### src/rtl/blur_border_masker.sv
// Border masker for the blur filter output: tracks pixel position from SOP, blanks pixels whose
// kernel is incomplete, repairs SOP/EOP framing and registers the output beat.
// Optional BORDER_STATS_EN adds frame_count / err_count statistics outputs.
module blur_border_masker #(
  parameter int unsigned IMG_W  = 320,
  parameter int unsigned IMG_H  = 240,
  parameter int unsigned DATA_W = 12,
  parameter logic [DATA_W-1:0] BORDER_COLOR = '0
) (
  input  logic              clk,
  input  logic              reset,
  input  logic [2:0]        freq_flag,
  input  logic              valid_in,
  output logic              ready_out,
  input  logic              startofpacket_in,
  input  logic              endofpacket_in,
  input  logic [DATA_W-1:0] data_in,
  output logic              valid_out,
  input  logic              ready_in,
  output logic              startofpacket_out,
  output logic              endofpacket_out,
  output logic [DATA_W-1:0] data_out,
`ifdef BORDER_STATS_EN
  output logic [15:0]       frame_count,
  output logic [7:0]        err_count,
`endif
  output logic              frame_err
);

  localparam int unsigned XW = $clog2(IMG_W);
  localparam int unsigned YW = $clog2(IMG_H);
  localparam int unsigned XE = XW + 1;
  localparam int unsigned YE = YW + 1;

  typedef enum logic {WAIT_SOP, IN_FRAME} state_t;

  state_t        state;
  logic [XW-1:0] x;
  logic [YW-1:0] y;
  logic [1:0]    border;

  logic          accept;
  logic          drop;
  logic          emit;
  logic          is_last;
  logic          frame_end;
  logic          masked;
  logic          err;
  logic [1:0]    flag_b;
  logic [1:0]    cur_b;
  logic [XW-1:0] cur_x;
  logic [YW-1:0] cur_y;
  logic [XW-1:0] nxt_x;
  logic [YW-1:0] nxt_y;

  assign ready_out = ~valid_out | ready_in;
  assign accept    = valid_in & ready_out;

  // Border width selected by freq_flag; only latched on SOP
  always_comb begin
    flag_b = 2'd0;
    case (freq_flag)
      3'd1:    flag_b = 2'd1;
      3'd2:    flag_b = 2'd2;
      default: flag_b = 2'd0;
    endcase
  end

  // Coordinates of the beat being accepted; an SOP always restarts at (0,0)
  always_comb begin
    cur_x = x;
    cur_y = y;
    cur_b = border;
    if (startofpacket_in) begin
      cur_x = '0;
      cur_y = '0;
      cur_b = flag_b;
    end
  end

  assign is_last   = (cur_x == XW'(IMG_W - 1)) && (cur_y == YW'(IMG_H - 1));
  assign drop      = (state == WAIT_SOP) && !startofpacket_in;
  assign emit      = accept && !drop;
  assign frame_end = endofpacket_in || is_last;

  always_comb begin
    masked = 1'b0;
    if (({1'b0, cur_x} < XE'(cur_b)) ||
        ({1'b0, cur_x} >= XE'(IMG_W) - XE'(cur_b)) ||
        ({1'b0, cur_y} < YE'(cur_b)) ||
        ({1'b0, cur_y} >= YE'(IMG_H) - YE'(cur_b)))
      masked = 1'b1;
  end

  // Any framing anomaly on an accepted beat raises a single error pulse
  always_comb begin
    err = 1'b0;
    if (accept) begin
      if (drop)                                      err = 1'b1;
      if ((state == IN_FRAME) && startofpacket_in)   err = 1'b1;
      if (startofpacket_in && endofpacket_in)        err = 1'b1;
      if (is_last && !endofpacket_in)                err = 1'b1;
      if (endofpacket_in && !is_last)                err = 1'b1;
    end
  end

  // Raster advance; the last pixel always ends the frame so y never passes IMG_H-1
  always_comb begin
    nxt_x = cur_x + XW'(1);
    nxt_y = cur_y;
    if (cur_x == XW'(IMG_W - 1)) begin
      nxt_x = '0;
      nxt_y = cur_y + YW'(1);
    end
    if (frame_end) begin
      nxt_x = '0;
      nxt_y = '0;
    end
  end

  always_ff @(posedge clk) begin
    if (reset) begin
      state             <= WAIT_SOP;
      x                 <= '0;
      y                 <= '0;
      border            <= 2'd0;
      valid_out         <= 1'b0;
      startofpacket_out <= 1'b0;
      endofpacket_out   <= 1'b0;
      data_out          <= '0;
      frame_err         <= 1'b0;
    end else begin
      frame_err <= err;
      if (emit) begin
        valid_out         <= 1'b1;
        startofpacket_out <= startofpacket_in;
        endofpacket_out   <= frame_end;
        data_out          <= masked ? BORDER_COLOR : data_in;
        x                 <= nxt_x;
        y                 <= nxt_y;
        border            <= cur_b;
        state             <= frame_end ? WAIT_SOP : IN_FRAME;
      end else if (ready_in) begin
        valid_out <= 1'b0;
      end
    end
  end

`ifdef BORDER_STATS_EN
  // Complete frames wrap naturally; error count saturates
  always_ff @(posedge clk) begin
    if (reset) begin
      frame_count <= 16'd0;
      err_count   <= 8'd0;
    end else begin
      if (emit && is_last)
        frame_count <= frame_count + 16'd1;
      if (err && (err_count != 8'hFF))
        err_count <= err_count + 8'd1;
    end
  end
`endif

endmodule

### config.mk
export PLATFORM = sky130hd
export DESIGN_NAME = blur_border_masker
export DESIGN_NICKNAME = d
export VERILOG_FILES = /design/src/rtl/blur_border_masker.sv
export SDC_FILE = /design/constraint.sdc
export NUM_CORES = 1
export LEC_CHECK = 0
export CAP_MARGIN = 20
export CORE_MARGIN = 2
export CORE_UTILIZATION = 40
export CTS_BUF_LIST = sky130_fd_sc_hd__clkbuf_8 sky130_fd_sc_hd__clkbuf_16
export DETAILED_ROUTE_END_ITERATION = 6
export PLACE_DENSITY = 0.72
export SLEW_MARGIN = 20
export SYNTH_ARGS = -nofsm -noshare
export SYNTH_HDL_FRONTEND = slang
export SYNTH_SLANG_ARGS = --single-unit
### constraint.sdc
create_clock -name clk -period 3.88 [get_ports clk]
set_input_delay 1.164 -clock clk [delete_from_list [all_inputs] [get_ports clk]]
set_output_delay 1.164 -clock clk [all_outputs]
set_load 0.01 [all_outputs]
Yosys cells after proc, flatten, opt, wreduce, memory -nomap -nowiden
Cells that the tools add are included.

Input bits: 21. Bits in read-only memories: 0. Register bits after elaboration: 36. Bits in latches: 0. Word-level logic and storage cells: 61. Memories kept: 0. Output and inout port bits: 17. Bits in writable memories: 0.

Equality and inequality tests: 4. Multiplexer cells: 18. Order comparisons: 4. Bitwise operators: 5. $mul: 0. Div/mod/pow operators: 0. Reduce and logical (&&, ||, !) cells: 17. Add/sub/neg operators: 4. Shifts and indexed selects: 0.

Operators with widths (number): 2-to-1 mux 9 bit (3); 2-to-1 mux 8 bit (3); 2-to-1 mux 12 bit (1); >= comparator 9 x 10 -> 1 bit (1); subtractor 9 x 2 -> 10 bit, first input constant (1); adder 9 x 1 -> 9 bit, second input constant (1); == test 9 bit, second input constant (1); >= comparator 8 x 9 -> 1 bit (1); less-than comparator 9 x 2 -> 1 bit (1); 2-to-1 mux 1 bit (9); subtractor 8 x 2 -> 9 bit, first input constant (1); adder 8 x 1 -> 8 bit, second input constant (1); == test 8 bit, second input constant (1); less-than comparator 8 x 2 -> 1 bit (1); logical AND 1 bit (7); logical NOT 1 bit (4); logical OR 1 bit (4); one-hot mux 2 bit (2 select lines) (1); == test 3 x 1 -> 1 bit, second input constant (1); == test 3 x 2 -> 1 bit, second input constant (1); NOT 1 bit (3); 2-to-1 mux 2 bit (1); nonzero test 2 bit (1); OR reduction 2 bit (1); other kinds (2) (2).

Depth between registers and ports, before layout
Word-level depth: 10. Gate-level depth with buffers: 13. Mapped depth without buffers: 11.

Least setup slack after synthesis
No wires, ideal clock.

Path kind: input to register. From: input port startofpacket_in. To: register data_out[10]. Path slack: 0.385 ns. Cell stages on the path: 13. Library setup time: 0.074 ns. Buffers on the path: 2. Data required time: 3.806 ns. Data arrival time: 3.421 ns. Cells stage by stage: buf_4 > clkinv_1 > nor4b_1 > a21oi_1 > ha_1 > inv_1 > ha_1 > nor2b_1 > o2111ai_1 > o311a_1 > clkbuf_1 > o21ai_0 > o21ai_0.

Cells in the longest elaborated chain, start to end: 8. Elaborated cells between the ends (all ways): 18. Classes of those cells: 2 x add/sub; 4 x order compare; 5 x mux; 7 x reduce/logical.

Ends and longest elaborated chain: from (decl) (RTL line 15) `input logic startofpacket_in,`; 2-to-1 mux 2 bit (RTL line 74) `if (startofpacket_in) begin`; subtractor 9 x 2 -> 10 bit (RTL line 89) `({1'b0, cur_x} >= XE'(IMG_W) - XE'(cur_b)) ||`; >= comparator 9 x 10 -> 1 bit (RTL line 89); logical OR 1 bit (RTL line 88) `if (({1'b0, cur_x} < XE'(cur_b)) ||`; logical OR 1 bit (RTL line 89); logical OR 1 bit (RTL line 90) `({1'b0, cur_y} < YE'(cur_b)) ||`; 2-to-1 mux 1 bit (RTL line 88); 2-to-1 mux 12 bit (RTL line 138) `data_out <= masked ? BORDER_COLOR : data_in;`; to (signal assigned) (RTL line 138); to (decl) (RTL line 22) `output logic [DATA_W-1:0] data_out,`.

Several ways; a longest one is shown, not always the timed one. A chain may end at the register's enable or synchronous reset.

Worst setup path in the final report
From: input port startofpacket_in. To: register data_out[0].

The elaborated chain is that of the path after synthesis.

==> impl_metrics.yaml <==
critical_path:
  cpMostUsedCell: "ha_1"
  path_cells: "clkdlybuf4s50_1 > clkinv_1 > nor4b_1 > a21oi_1 > ha_1 > inv_1 > ha_1 > o221a_2 > o311ai_0 > o211ai_1 > buf_4 > o21ai_0"
  endpoint_kind: "flop"
  ff2ff_path_depth: 8
  max_stage_delay_ns: 0.50
  cp.buffers_inverters: 4
  crit_slowest_cell: "clkdlybuf4s50_1"
  reg2reg_from: "x[1]"
  worstSetupPathType: "in2reg"
  cp-start-kind: "primary input"
  reg2reg_to: "y[6]"
  reg2reg_slack_ns: 1.41
  cpLargestDelayFamily: "buffers and inverters"
  cp_max_fo: 12
  arrival_ns: 3.88
  required_ns: 4.09
routing:
  drt_pre_antenna_iters: 4
  drc: 0
  via_per_inst: 5.60
  drt_iter0_markers: 156
  route.antenna.remaining_nets: 0
  vias: 2197
  wire_per_inst_um: 14.4
  wl_um: 5650
sta:
  hold_viol_final: 0
  skew_ns: 0.00624
  fmax_mhz: 273
  final_max_slew_viol_count: 0
  whs_ns: 0.450
  finalSetupViolCount: 0
  finalCritPeriodShare: 0.945
  tightest_slew_ns: 1.08
  relSlewSlack: 0.280
  min_period_ns: 3.67
pwr:
  p_leak_nw: 1.08
  internal_power_w: 0.000596
  p_seq_frac: 0.474
  power_frac_comb: 0.183
  p_sw_frac: 0.268
  power_density_mw_per_mm2: 290
  switchingPower_w: 0.000218
  clkPwrFrac: 0.343
  vdd_drop_max_uv: 150
cells_and_area:
  syn_to_final_growth_pct: 25.8
  stdcell_area_mm2: 0.00281
  layout.nets: 353
  nFillCells: 535
  drive_above_1_share: 0.116
  n_antenna_cell: 0
floorplanning:
  start_util: 0.411
  core_mm2: 0.00544
  ios: 38
  die_h_um: 78.7
  die_width_um: 78.7
  die_area_mm2: 0.00620
  num_rows: 27
status:
  status: "finished, final reports clean"
yosys:
  synth_area_mm2: 0.00223
  ys_seq_elements: 36
  yosysWarnings: 0
  async_flop_share: 0
  synth_cell_types: 57
  synth_area_per_cell_um2: 8.01
  syn_nets: 313
  yosysMostFrequentCell: "dfxtp_1"
  ys_seq_area_frac: 0.323
  synthTopCellsByCount: "36 x dfxtp_1, 34 x nand2_1, 28 x o21ai_0, 19 x nor2_1, 15 x a21oi_1"
  synth_ff_type: "dfxtp_1"
  synth_edf_count: 0
  synth_area_leaders: "dfxtp_1 32%, ha_1 7.3%, o21ai_0 6.3%"
  synth.largest_area_cell: "dfxtp_1"
  synth_cells: 279
  synth_top_area_frac: 0.323
hold_path:
  hold_path_end: "data_out[9]"
  hold_depth: 2
  hold_path.startpoint: "data_out[9]"
  hp-class: "reg2reg"
clock_tree:
  path_clk_slew_ns: 0.07
  root_buffer: "clkbuf_8"
  clock_latency_ns: 0.29
  cts.sinks: 36
  htree_levels: 2
  numCtsBuffers: 5
  cts_tree: "yes"
  clk_path_buf_depth: 2
  cts_hold_buf: 0
placed_design:
  place.gp.congestion: 0.849
  dp_hpwl_um: 4040
  portBuffers: 37
  placed_area_mm2: 0.00271
global_route:
  grt_max_degree: 23
  grt_pass1_wl_um: 9610
  globalRouteTotalUtil: 0.191
  grt_pass1_vias: 2111
  overflow: 0
  antenna_found_initial: 0
run:
  max_cap_viol_count: 0
area by class of cell:
cell class                 instances  area, µm²  area share
clock buffer                       6       82.6      0.0294
clock inverter                     2       11.3     0.00401
inverter                          10       37.5      0.0134
multi-input combinational        212       1370       0.488
sequential                        36        721       0.256
tap                               72       90.1      0.0320
timing repair buffer              54        498       0.177
metrics by stage:
step	cells	setup TNS (ns)	setup slack, ns	utilization	total power (W)
after floorplan	279	0	0.385	-	0.000475
after global placement	384	-0.000387	-0.000387	0.498	0.000540
after detailed placement	384	-0.704	-0.0744	0.498	0.000542
after CTS	392	0	0.217	0.516	0.000820
after global routing	392	-0.0182	-0.0182	0.517	0.000853
final	392	0	0.213	0.517	0.000814
worst max path at each step:
stage	from	end	slack, ns	cells after the start
after CTS	startofpacket_in	data_out[11]	0.22	12
final	startofpacket_in	data_out[0]	0.21	12
after global routing	startofpacket_in	data_out[7]	-0.02	12
after global placement	startofpacket_in	data_out[2]	-0.0004	12
after detailed placement	startofpacket_in	data_out[4]	-0.07	12
after floorplan	startofpacket_in	data_out[10]	0.38	13
power groups by stage:
| stage | combinational, W | clock, W | sequential, W |
|---|---|---|---|
| after CTS | 0.000148 | 0.000286 | 0.000386 |
| after floorplan | 0.0000769 | 0 | 0.000398 |
| after global placement | 0.000146 | 0 | 0.000395 |
| after detailed placement | 0.000147 | 0 | 0.000394 |
| final | 0.000149 | 0.000279 | 0.000386 |
| after global routing | 0.000164 | 0.000301 | 0.000388 |
registers in the layout, indices dropped and copies added, names as in the netlist:
register	flops
data_out	12
x	9
y	8
border	2
endofpacket_out	1
frame_err	1
startofpacket_out	1
state	1
valid_out	1
worst register-to-register path, delay by kind of cell, from the launching register on:
family / cells / cell delay, ns
AO/OA/AOI/OAI: 1 / 0.20
adder cells (fa/ha/maj): 1 / 0.29
buffers and inverters: 1 / 0.09
flip-flops: 1 / 0.40
multiplexers: 1 / 0.32
AND/OR/NAND/NOR: 4 / 1.07
metal layers:
layer	routed length (µm)	GRT usage
met1	2660	0.251
met2	2630	0.313
met3	284	0.0455
met4	65	0.0561
met5	0	0
cells by family after synthesis:
family          after synthesis  share of synthesized area
mux                           5                     0.0241
fa+ha+maj                    13                     0.0728
buf+inv                      31                     0.0672
compound gates               80                      0.229
xor+xnor                      1                    0.00392
simple gates                113                      0.281
flops                        36                      0.323
what timing repair did:
action | CTS | global route
setup endpoints to repair | 0 | 12
setup buffers | 0 | 0
gates resized for setup | 0 | 2
cells in the final DEF (no fill, tap or decap), types with 3 or more instances in the layout:
master,instances
o311ai_0,3
inv_1,10
nand2b_1,6
a22oi_1,4
nor2_1,19
nand3_1,14
dfxtp_1,36
o21ai_0,28
clkdlybuf4s50_1,37
a31oi_1,5
buf_4,17
a211oi_1,5
clkbuf_8,6
nor2b_1,9
ha_1,13
nor3_1,6
nand4_1,3
a21oi_1,15
nand2_1,34
No activity file was read; power rests on OpenSTA's default activity.
